`src/rtl/pulse_cond_pkg.sv`:
```
// pulse_cond_pkg: shared types and defaults for the pulse conditioner.
// Holds the stretch FSM state encoding and default parameter values.
package pulse_cond_pkg;

  typedef enum logic [1:0] {
    ST_IDLE,
    ST_HIGH,
    ST_GAP
  } pc_state_t;

  localparam int DB_W_DEF    = 20;
  localparam int STRETCH_DEF = 4;

endpackage

```
`src/rtl/sync_2ff.sv`:
```
// sync_2ff: 1-bit two-flop synchroniser, async active-high reset to 0.
// Ports: clk_i, rst_i, d_i (async in), q_o (synchronised out).
module sync_2ff (
  input  logic clk_i,
  input  logic rst_i,
  input  logic d_i,
  output logic q_o
);

  logic r_s1;
  logic r_s2;

  always_ff @(posedge clk_i or posedge rst_i) begin
    if (rst_i) begin
      r_s1 <= 1'b0;
      r_s2 <= 1'b0;
    end else begin
      r_s1 <= d_i;
      r_s2 <= r_s1;
    end
  end

  assign q_o = r_s2;

endmodule

```
`src/rtl/pulse_conditioner.sv`:
```
// pulse_conditioner: sync + debounce + rising-edge detect + enable stretcher.
// Ports: clk_i, rst_i, btn_i, db_cycles_i -> level_o, pulse_o, en_o, busy_o, overrun_o.
module pulse_conditioner
  import pulse_cond_pkg::*;
#(
  parameter int DB_W    = DB_W_DEF,
  parameter int STRETCH = STRETCH_DEF
) (
  input  logic            clk_i,
  input  logic            rst_i,
  input  logic            btn_i,
  input  logic [DB_W-1:0] db_cycles_i,
  output logic            level_o,
  output logic            pulse_o,
  output logic            en_o,
  output logic            busy_o,
  output logic            overrun_o
);

  localparam int SC_W = $clog2(STRETCH + 1);
  localparam logic [SC_W-1:0] SC_LOAD = SC_W'(STRETCH - 1);

  logic            w_sync;
  logic [DB_W-1:0] w_thr;
  logic [DB_W-1:0] r_cnt;
  logic            r_level;
  logic            r_level_q;
  logic            w_rise;
  logic            r_pulse;

  pc_state_t       r_state;
  pc_state_t       w_state_n;
  logic [SC_W-1:0] r_scnt;
  logic [SC_W-1:0] w_scnt_n;
  logic            r_pend;
  logic            w_pend_n;
  logic            r_en;
  logic            w_en_n;
  logic            r_busy;
  logic            w_busy_n;
  logic            r_ovr;
  logic            w_ovr_n;

  sync_2ff u_sync (
    .clk_i (clk_i),
    .rst_i (rst_i),
    .d_i   (btn_i),
    .q_o   (w_sync)
  );

  // A zero threshold would never match; treat it as one cycle.
  assign w_thr = (db_cycles_i == '0) ? DB_W'(1) : db_cycles_i;

  // >= keeps a lowered threshold from letting cnt run past it.
  always_ff @(posedge clk_i or posedge rst_i) begin
    if (rst_i) begin
      r_cnt   <= '0;
      r_level <= 1'b0;
    end else if (w_sync != r_level) begin
      if (r_cnt >= w_thr - 1'b1) begin
        r_level <= w_sync;
        r_cnt   <= '0;
      end else begin
        r_cnt <= r_cnt + 1'b1;
      end
    end else begin
      r_cnt <= '0;
    end
  end

  assign w_rise = r_level & ~r_level_q;

  always_ff @(posedge clk_i or posedge rst_i) begin
    if (rst_i) begin
      r_level_q <= 1'b0;
      r_pulse   <= 1'b0;
    end else begin
      r_level_q <= r_level;
      r_pulse   <= w_rise;
    end
  end

  always_ff @(posedge clk_i or posedge rst_i) begin
    if (rst_i) begin
      r_state <= ST_IDLE;
      r_scnt  <= '0;
      r_pend  <= 1'b0;
      r_en    <= 1'b0;
      r_busy  <= 1'b0;
      r_ovr   <= 1'b0;
    end else begin
      r_state <= w_state_n;
      r_scnt  <= w_scnt_n;
      r_pend  <= w_pend_n;
      r_en    <= w_en_n;
      r_busy  <= w_busy_n;
      r_ovr   <= w_ovr_n;
    end
  end

  // In GAP the pending slot is still full, so a rise there with a press
  // already queued is the one that gets dropped.
  always_comb begin
    w_state_n = r_state;
    w_scnt_n  = r_scnt;
    w_pend_n  = r_pend;
    w_en_n    = 1'b0;
    w_ovr_n   = 1'b0;
    unique case (r_state)
      ST_IDLE: begin
        if (w_rise) begin
          w_state_n = ST_HIGH;
          w_scnt_n  = SC_LOAD;
          w_en_n    = 1'b1;
        end
      end
      ST_HIGH: begin
        if (w_rise) begin
          if (r_pend) w_ovr_n = 1'b1;
          else        w_pend_n = 1'b1;
        end
        if (r_scnt == '0) begin
          w_state_n = ST_GAP;
        end else begin
          w_scnt_n = r_scnt - 1'b1;
          w_en_n   = 1'b1;
        end
      end
      ST_GAP: begin
        if (r_pend || w_rise) begin
          w_state_n = ST_HIGH;
          w_scnt_n  = SC_LOAD;
          w_en_n    = 1'b1;
          w_pend_n  = 1'b0;
          w_ovr_n   = r_pend & w_rise;
        end else begin
          w_state_n = ST_IDLE;
        end
      end
      default: w_state_n = ST_IDLE;
    endcase
    w_busy_n = (w_state_n != ST_IDLE);
  end

  assign level_o   = r_level;
  assign pulse_o   = r_pulse;
  assign en_o      = r_en;
  assign busy_o    = r_busy;
  assign overrun_o = r_ovr;

endmodule

```
`config.mk`:
```
export PLATFORM = sky130hd
export DESIGN_NAME = pulse_conditioner
export DESIGN_NICKNAME = d
export VERILOG_FILES = /design/src/rtl/pulse_cond_pkg.sv /design/src/rtl/sync_2ff.sv /design/src/rtl/pulse_conditioner.sv
export SDC_FILE = /design/constraint.sdc
export NUM_CORES = 1
export LEC_CHECK = 0
export ABC_AREA = 1
export BUFFER_PORTS_ARGS = -buffer_cell sky130_fd_sc_hd__buf_4
export CAP_MARGIN = 30
export CORE_UTILIZATION = 58
export DETAILED_ROUTE_END_ITERATION = 6
export PLACE_DENSITY = 0.76
export SKIP_CTS_REPAIR_TIMING = 1
export SLEW_MARGIN = 20
export SYNTH_ARGS = -nofsm -noshare
export SYNTH_HDL_FRONTEND = slang
export SYNTH_SLANG_ARGS = --single-unit
```
`constraint.sdc`:
```
create_clock -name clk_i -period 2.2 [get_ports clk_i]
set_input_delay 0.44 -clock clk_i [delete_from_list [all_inputs] [get_ports clk_i]]
set_output_delay 0.44 -clock clk_i [all_outputs]
set_load 0.02 [all_outputs]
```
==> flow_summary.json <==
{
  "status": "finished with violations",
  "violations": "DRC, setup timing",
  "yosysWarningCount": 0,
  "cap_violations": 0,
  "wl_um": 6800,
  "share_of_final_layout_standard_cells_stronger_than_drive_strength_1_pct": 31.5,
  "fmax_mhz": 354,
  "p_leak_nw": 1.94,
  "timing.critical_path.from": "db_cycles_i[17]",
  "starting_density_of_the_core_pct": 61.3,
  "power.combinational.fraction_pct": 23.5,
  "grt_pass1_vias": 2467,
  "clock_tree_buffer_depth": 2,
  "totalPowerFinal_mw": 1.50,
  "tightestPinTransition_ns": 0.781,
  "fin_util_pct": 82.9,
  "cts_htree_levels": 2,
  "synth_area_sq_um": 2720,
  "period_needed_ns": 2.82,
  "switchingPower_mw": 0.420,
  "drt_first_iter_violations": 108,
  "grt_max_degree": 35,
  "timing.critical_path.required_ns": 2.41,
  "biggest_cell_delay_along_the_critical_path_ns": 0.29,
  "finClkSkew_ns": 0.00703,
  "synth.top_cells.by_count": "sky130_fd_sc_hd__nand2_1 (85), sky130_fd_sc_hd__nor2_1 (63), sky130_fd_sc_hd__inv_1 (56)",
  "min-delay-path-class": "input pin to async pin",
  "maxSlewHeadroom_pct": 47.8,
  "cts_tree": "yes",
  "hold_viol_final": 0,
  "crit_path_start_kind": "input pin",
  "p_per_area_nw_per_um2": 406,
  "core_area_sq_um": 4440,
  "synth_top_cells_by_area": "sky130_fd_sc_hd__dfrtp_1 (31%), sky130_fd_sc_hd__ha_1 (13%), sky130_fd_sc_hd__nand2_1 (12%)",
  "synth_cell_type_count": 28,
  "cts-root-buf": "sky130_fd_sc_hd__clkbuf_8",
  "power.share.switching_pct": 28.1,
  "power.ir.vdd_worst_mv": 0.619,
  "synthesis.area_per_instance_sq_um": 7.26,
  "grt_overflow": 0,
  "path_delay_family": "simple AND/OR/NAND/NOR gates",
  "placementRows": 24,
  "drt_pre_antenna_iters": 6,
  "path_cells": "buf_6 > or2_4 > nor2_4 > nand3_2 > nand2_2 > inv_2 > ha_4 > nand2_4 > nor2_4 > buf_6 > nand2_4 > xor2_1 > ha_1 > nand2_2 > a21oi_2 > nor2_1 > nand2_2 > a21oi_4 > nand3_4 > nor2_2",
  "final_net_count": 512,
  "final.setup.tns_ns": -11.94,
  "routed-via-count": 2625,
  "cts_num_sinks": 34,
  "int_power_mw": 1.08,
  "critical_path_peak_fanout": 8,
  "wire_per_inst_um": 13.2,
  "sequential_element_share_of_the_synthesized_area_pct": 31.3,
  "groute.usage.overall_pct": 26.8,
  "syn_to_final_growth_pct": 35.3,
  "finalSetupViolations": 21,
  "synthDominantAreaCellType": "sky130_fd_sc_hd__dfrtp_1",
  "fin_crit_sh_pct": 128,
  "clk-insertion-delay-late_ns": 0.28,
  "synth_top_family_by_area": "simple AND/OR/NAND/NOR gates",
  "cts_buffers": 5,
  "top_level_ports": 28,
  "number_of_enable_type_register_cells_in_the_synthesized_netlist": 0,
  "die_h_um": 70.5,
  "synth_top_cell_area_share_pct": 31.3,
  "worst_slack_ns": -0.621,
  "number_of_instances_in_the_synthesized_netlist": 375,
  "endpoint_kind": "flip-flop",
  "synth_simple_gate_area_share_pct": 33.0,
  "drt_via_density": 5.12,
  "route.detailed.drc": 6,
  "synth-main-ff-cell": "sky130_fd_sc_hd__dfrtp_1",
  "sequential_power_share_pct": 45.6,
  "type_of_the_worst_setup_path": "input pin to flip-flop",
  "antenna_violating_nets_left": 0,
  "share_clk_of_total_power_pct": 30.8,
  "critPathBufInv": 3,
  "timing.critical_path.arrival_ns": 3.03,
  "synth_most_common_cell": "sky130_fd_sc_hd__nand2_1",
  "synth.mux.area_fraction_pct": 0,
  "report.final.slew_viol_count": 0,
  "floorplan.die.width_um": 70.5,
  "cpMaxStageDelayCell": "sky130_fd_sc_hd__a21oi_4",
  "rr_startpoint": "r_cnt[11]",
  "synth.net_count": 427,
  "async_flop_share_pct": 100,
  "critical_path.most_common_cell": "sky130_fd_sc_hd__nand2_2",
  "grt_antenna_before_repair": 0,
  "gp_weighted_congestion": 0.911,
  "synth_fa_ha_area_share_pct": 13.3,
  "wire_length_of_the_first_global_routing_pass_um": 10300,
  "num_antenna_cells": 0,
  "worst_setup_hold_path_clk_slew_ns": 0.07,
  "rsz_0062_raised_after_global_routing": "yes",
  "portBuffers": 27,
  "yosys.area_share.xor_xnor_pct": 8.69,
  "die-area_sq_um": 4970,
  "dp_hpwl_um": 4850,
  "synth_seq_cells": 34,
  "synth-compound-area-share_pct": 5.61
}
-- worst register-to-register path, cell delays in order (launching register included) --
cell and delay (ns):
sky130_fd_sc_hd__dfrtp_1 0.42, sky130_fd_sc_hd__ha_1 0.34, sky130_fd_sc_hd__a21o_1 0.20, sky130_fd_sc_hd__nor2_1 0.13, sky130_fd_sc_hd__nand2_2 0.10, sky130_fd_sc_hd__a21oi_4 0.29
sky130_fd_sc_hd__nand3_4 0.21, sky130_fd_sc_hd__nor2_2 0.16
-- stage by stage --
| step | instances | area, sq um | setup WS [ns] | hold WS [ns] |
|---|---|---|---|---|
| 3_3_place_gp | 496 | 3370 | -0.791 | 0.337 |
| 5_1_grt | 513 | 3680 | -0.730 | 0.256 |
| 3_5_place_dp | 496 | 3370 | -0.925 | 0.341 |
| 2_1_floorplan | 375 | 2790 | -0.638 | 0.331 |
| 6_report | 513 | 3680 | -0.621 | 0.254 |
| 4_1_cts | 504 | 3460 | -0.625 | 0.256 |
-- placed cells by master, fill, tap and decap left out, drive strengths merged --
cell and n:
xnor2 7, xor2 20, inv 56, ha 29, a31oi 2, o21bai 1, a21oi 8, a21o 2
or2 8, nand3 27, clkinv 1, o21ai 12, nor2 68, nand4 3, dfrtp 34, o22ai 1
nor3 9, nand2 88, buf 78, clkbuf 7
-- metal layers --
metal | wire (um) | GRT usage [%] | vias up
met5 | 0 | 0 | -
met4 | 136 | 12.5 | 0
met3 | 272 | 2.89 | 11
met2 | 3620 | 49.5 | 76
met1 | 2770 | 31.1 | 1190
li1 | - | - | 1348
-- registers in the layout, indices dropped and copies added (netlist names) --
name,count
busy_o,1
en_o,1
level_o,1
overrun_o,1
pulse_o,1
r_cnt,20
r_level_q,1
r_pend,1
r_scnt,3
r_state,2
u_sync.q_o,1
u_sync.r_s1,1
-- worst paths after layout --
path | end | slack, ns | cells past startpoint
setup / recovery | r_cnt[11] | -0.62 | 20
hold / removal | r_cnt[14] | 0.25 | 3
setup reg to reg | r_cnt[11] | 0.28 | 7
hold reg to reg | u_sync.q_o | 0.35 | 0
max in group asynchronous | r_cnt[2] | 1.63 | 3
min in group clk_i | u_sync.r_s1 | 0.26 | 1
-- cell families after synthesis --
logic type | count (synthesis)
AND/OR/NAND/NOR | 202
flip-flops | 34
adder cells (fa/ha/maj) | 29
AO/OA/AOI/OAI | 26
XOR/XNOR | 27
buffers and inverters | 57
-- layout make-up --
type / count / area [sq um]
Timing Repair Buffer: 78 / 601
Multi-Input combinational cell: 285 / 1870
Sequential cell: 34 / 851
Clock inverter: 1 / 5.00
Tap cell: 52 / 65.1
Inverter: 56 / 210
Clock buffer: 7 / 86.3
Fill cell: 293 / 761
-- power groups by stage --
stage          Sequential, mW  Combinational [mW]  Clock [mW]
3_3_place_gp            0.690               0.309           0
4_1_cts                 0.681               0.319       0.473
3_5_place_dp            0.693               0.317           0
6_report                0.682               0.352       0.461
2_1_floorplan           0.689               0.184           0
5_1_grt                 0.686               0.402       0.490
(Power assumes the default switching activity.)
